**config.mk**
```make
export PLATFORM = sky130hd
export DESIGN_NAME = if_fetch_ctrl
export DESIGN_NICKNAME = d
export VERILOG_FILES = /design/src/rtl/if_fetch_ctrl.sv
export SDC_FILE = /design/constraint.sdc
export NUM_CORES = 1
export LEC_CHECK = 0
export ABC_AREA = 1
export BUFFER_PORTS_ARGS = -buffer_cell sky130_fd_sc_hd__buf_2
export CAP_MARGIN = 10
export CORE_ASPECT_RATIO = 0.7
export CORE_UTILIZATION = 45
export CTS_CLUSTER_SIZE = 14
export DETAILED_ROUTE_END_ITERATION = 12
export PLACE_DENSITY = 0.73
export SYNTH_ARGS = -nofsm -noshare
export SYNTH_HDL_FRONTEND = slang
export SYNTH_SLANG_ARGS = --single-unit
export TNS_END_PERCENT = 1
```
**constraint.sdc**
```tcl
create_clock -name clk -period 1.5 [get_ports clk]
set_clock_uncertainty 0.1 [all_clocks]
set_input_delay 0.3 -clock clk [delete_from_list [all_inputs] [get_ports clk]]
set_output_delay 0.3 -clock clk [all_outputs]
set_load 0.005 [all_outputs]
```
**src/rtl/if_fetch_ctrl.sv**
```systemverilog
// Instruction fetch sequencer between the fetch stage and a variable-latency memory port.
// One request outstanding; redirects drop stale responses; decode stalls park data in HOLD.
module if_fetch_ctrl #(
  parameter int unsigned       ADDR_W   = 64,
  parameter int unsigned       INST_W   = 32,
  parameter logic [INST_W-1:0] NOP_INST = 32'h00000013,
  parameter int unsigned       TIMEOUT  = 255,
  parameter int unsigned       CNT_W    = 8
) (
  input  logic              clk,
  input  logic              rst,
  input  logic              pc_valid,
  input  logic [ADDR_W-1:0] pc_in,
  input  logic              redirect,
  input  logic              stall_in,
  output logic              fetch_stall,
  output logic              mem_req_valid,
  input  logic              mem_req_ready,
  output logic [ADDR_W-1:0] mem_req_addr,
  input  logic              mem_resp_valid,
  input  logic [INST_W-1:0] mem_resp_data,
  input  logic              mem_resp_err,
  output logic              inst_valid,
  output logic [INST_W-1:0] inst_out,
  output logic [ADDR_W-1:0] inst_pc,
  output logic              fault
);

  typedef enum logic [2:0] {StIdle, StReq, StWait, StDrop, StHold} state_e;

  state_e              state_q, state_d;
  logic                req_valid_q, req_valid_d;
  logic [ADDR_W-1:0]   req_addr_q, req_addr_d;
  logic                inst_valid_q, inst_valid_d;
  logic [INST_W-1:0]   inst_out_q, inst_out_d;
  logic [ADDR_W-1:0]   inst_pc_q, inst_pc_d;
  logic                fault_q, fault_d;
  logic                drop_q, drop_d;
  logic [CNT_W-1:0]    cnt_q, cnt_d;
  logic [INST_W-1:0]   hold_data_q, hold_data_d;
  logic                timeout_hit;

  // Fires on the cycle whose increment would reach TIMEOUT.
  assign timeout_hit = (cnt_q >= CNT_W'(TIMEOUT - 1));

  always_ff @(posedge clk) begin
    if (rst) begin
      state_q      <= StIdle;
      req_valid_q  <= 1'b0;
      req_addr_q   <= '0;
      inst_valid_q <= 1'b0;
      inst_out_q   <= NOP_INST;
      inst_pc_q    <= '0;
      fault_q      <= 1'b0;
      drop_q       <= 1'b0;
      cnt_q        <= '0;
      hold_data_q  <= '0;
    end else begin
      state_q      <= state_d;
      req_valid_q  <= req_valid_d;
      req_addr_q   <= req_addr_d;
      inst_valid_q <= inst_valid_d;
      inst_out_q   <= inst_out_d;
      inst_pc_q    <= inst_pc_d;
      fault_q      <= fault_d;
      drop_q       <= drop_d;
      cnt_q        <= cnt_d;
      hold_data_q  <= hold_data_d;
    end
  end

  always_comb begin
    state_d = state_q;
    unique case (state_q)
      StIdle: if (pc_valid && !redirect) state_d = StReq;
      StReq:  if (mem_req_ready) state_d = (drop_q || redirect) ? StDrop : StWait;
      StWait: begin
        if (mem_resp_valid) begin
          if (redirect || mem_resp_err) state_d = StIdle;
          else if (stall_in)            state_d = StHold;
          else                          state_d = StIdle;
        end else if (timeout_hit) begin
          state_d = StIdle;
        end else if (redirect) begin
          state_d = StDrop;
        end
      end
      StDrop: if (mem_resp_valid || timeout_hit) state_d = StIdle;
      StHold: if (redirect || !stall_in) state_d = StIdle;
      default: state_d = StIdle;
    endcase
  end

  always_comb begin
    req_valid_d  = (state_d == StReq);
    req_addr_d   = req_addr_q;
    inst_valid_d = 1'b0;
    inst_out_d   = inst_out_q;
    inst_pc_d    = inst_pc_q;
    fault_d      = 1'b0;
    drop_d       = 1'b0;
    cnt_d        = cnt_q;
    hold_data_d  = hold_data_q;
    unique case (state_q)
      StIdle: begin
        if (pc_valid && !redirect) req_addr_d = pc_in;
      end
      StReq: begin
        if (mem_req_ready) cnt_d = '0;
        else               drop_d = drop_q | redirect;
      end
      StWait, StDrop: begin
        cnt_d = (cnt_q == CNT_W'(TIMEOUT)) ? cnt_q : cnt_q + 1'b1;
        if (state_q == StWait && mem_resp_valid) begin
          if (redirect) begin
            // stale response, drop silently
          end else if (mem_resp_err) begin
            fault_d = 1'b1;
          end else if (stall_in) begin
            hold_data_d = mem_resp_data;
          end else begin
            inst_valid_d = 1'b1;
            inst_out_d   = mem_resp_data;
            inst_pc_d    = req_addr_q;
          end
        end else if (!mem_resp_valid && timeout_hit) begin
          fault_d = 1'b1;
        end
      end
      StHold: begin
        // req_addr_q is stable until the next IDLE launch, so it is the held PC.
        if (!redirect && !stall_in) begin
          inst_valid_d = 1'b1;
          inst_out_d   = hold_data_q;
          inst_pc_d    = req_addr_q;
        end
      end
      default: ;
    endcase
  end

  assign fetch_stall   = (state_q != StIdle);
  assign mem_req_valid = req_valid_q;
  assign mem_req_addr  = req_addr_q;
  assign inst_valid    = inst_valid_q;
  assign inst_out      = inst_out_q;
  assign inst_pc       = inst_pc_q;
  assign fault         = fault_q;

endmodule

```
==> results.cfg <==
[outcome]
status = complete, but fails checks
violations = negative hold slack, negative setup slack

[timing]
hold_slack_ns = -0.0101
period_share = 1.08
rsz0062_at_grt = yes
slew_viol_final = 0
fin_tns_setup_ns = -1.64
min_period_ns = 1.61
slew_headroom = 0.765
fmax_mhz = 620
setup_ws_ns = -0.114
worst_pin_slew_ns = 0.353
hold_viol = 5
setup_viol = 93

[cells_and_area]
final_cells = 1668
syn_to_final_growth_pct = 42.2
fillers = 1464
diodes = 0
multi_input_area_um2 = 3250
fin_nets = 1530
final_common_cell = buf_2
regArea_um2 = 4160
final_layout_size_suffix_gt1_frac = 0.287
layout_common_cells = buf_2 (267), nor2_1 (262), dfxtp_1 (202)
utilization = 0.658

[power_and_ir_drop]
ir_drop_mv = 0.762
power_frac_comb = 0.105
leakage_uw = 0.00541
p_switching_uw = 2820
switching_share = 0.234
p_per_area_nw_per_um2 = 1060
intPower_uw = 9250
clkPwrFrac = 0.412
seqPwrFrac = 0.482

[grt]
grt_pass1_wl_mm = 35.0
grt_overflow = 0
track_usage = 0.233
grt_max_degree = 80
antenna_found_initial = 0
grt_pass1_vias = 7134

[routing]
wire_per_inst_um = 13.3
drc = 0
drt_first_iter_violations = 461
wirelength_mm = 22.1
route.vias.total = 7938
dr.pass1.iters = 5
viasPerCell = 4.76
postRouteAntennaNets = 0

[placed_design]
dp.cells = 1564
io_buffers = 267
dp_slack_ns = -0.184
place_hpwl_mm = 14.4
routabilityCongestion = 0.825

[die]
dieArea_um2 = 18300
chipWidth_um = 161
coreArea_um2 = 17300
start_util = 0.463
std_cell_rows = 40
die_y_um = 113
io_pins = 268

[yosys]
ys_async_sr_fraction = 0
syn-mean-instance-area_um2 = 7.31
syn-cell-area_um2 = 7990
synth_edf_count = 0
synth_cells = 1093
yosysSeqAreaShare = 0.519
ys_types = 28
synthTopCellsByArea = dfxtp_1 (52%), nor2_1 (13%), o21ai_0 (10%)
synth_seq_cells = 207
ys.flop_type = dfxtp_1
yosys_warnings = 0
synth_fp_nets = 1199
synth_area_leader_cell = dfxtp_1
synth_top_area_frac = 0.519

[cts]
cts-root-buf = clkbuf_16
clock_latency_ns = 0.48
cts_tree = built
path_clk_slew_ns = 0.06
clock-sinks = 207
cts_htree_levels = 1
cts_buffer_depth = 3
cts_buffers = 20

[critical_path]
path_max_fanout = 3
startpoint = state_q[1]
critPathLaunchType = flop
worstPathRequired_ns = 1.10
crit_type = flop to primary output
regToRegSetupSlack_ns = -0.07
worstPathArrival_ns = 1.21
r2r-start = state_q[1]
critPathCaptureType = primary output

[worst_hold_path]
hold_class = input pin to flop
hp-start = pc_in[26]

[run]
cap_violations = 0
worst paths after layout:
path,depth (start not counted),end
max,4,fetch_stall
min,3,mem_req_addr[26]
max reg2reg,8,inst_pc[20]
min reg2reg,2,mem_req_addr[4]
metal layers:
layer  wire, µm  GRT usage  vias up
li1           -          -     4088
met3       1120     0.0455       48
met5          0          0        -
met2      10400      0.394      231
met4        592     0.0673        0
met1      10000      0.302     3571
cells by family (layout without fill, tap and decap cells):
kind of cell / after synthesis / count (layout) / share of synthesized area
DFF: 207 / 207 / 0.519
adders and majority gates: 2 / 2 / 0.00313
and+or+nand+nor: 426 / 426 / 0.209
AOI/OAI and AO/OA: 271 / 271 / 0.172
buffers and inverters: 187 / 531 / 0.0968
sequential cells by signal, summed over array words and instances (netlist names):
register,count
mem_req_addr,64
fault,1
mem_req_valid,1
inst_valid,1
inst_pc,64
hold_data_q,32
state_q,3
cnt_q,8
drop_q,1
inst_out,32
worst max-delay path, stage by stage, from the launching register on:
cell,delay [ns]
dfxtp_4,0.36
nor2_4,0.12
buf_6,0.10
nand2_2,0.03
buf_2,0.11
per-stage QoR:
step	instance area [µm²]	total power (µW)
after floorplan	8000	6420
after global placement	9820	6960
after detailed placement	9820	6980
after CTS	11100	12100
after global routing	11400	12600
final	11400	12100
power by group through the flow:
stage | combinational [µW] | sequential (µW) | clock [µW]
6_report | 1270 | 5820 | 4970
3_3_place_gp | 1030 | 5930 | 0
2_1_floorplan | 480 | 5940 | 0
5_1_grt | 1410 | 5840 | 5340
3_5_place_dp | 1040 | 5940 | 0
4_1_cts | 1190 | 5810 | 5080
cell usage after synthesis, types with 2 or more instances:
cell type  instances
a21oi_1           72
buf_1              3
buf_2             20
buf_6              4
clkbuf_1          42
dfxtp_1          207
ha_1               2
inv_1            113
inv_2              2
nand2_1          127
nand3_1           13
nor2_1           268
nor2_2            10
nor3_1             2
o21ai_0          167
o21ai_1           28
or2_2              2
cell type report:
class,instances,share of cell area
clock inverters,6,0.00485
inverters,116,0.0390
well taps,231,0.0255
clock buffers,29,0.0524
repair buffers,380,0.226
multi-input cells,699,0.286
flip-flops and latches,207,0.366
what timing repair did:
item / 4_1_cts / 5_1_grt
gates resized for setup: 34 / 135
buffers inserted: 1 / 0
hold buffers: 62 / 6
hold endpoints to repair: 62 / 6
setup endpoints to repair: 153 / 171
pin swaps: 2 / 0
Note: power is estimated with default switching activity, not from simulation.
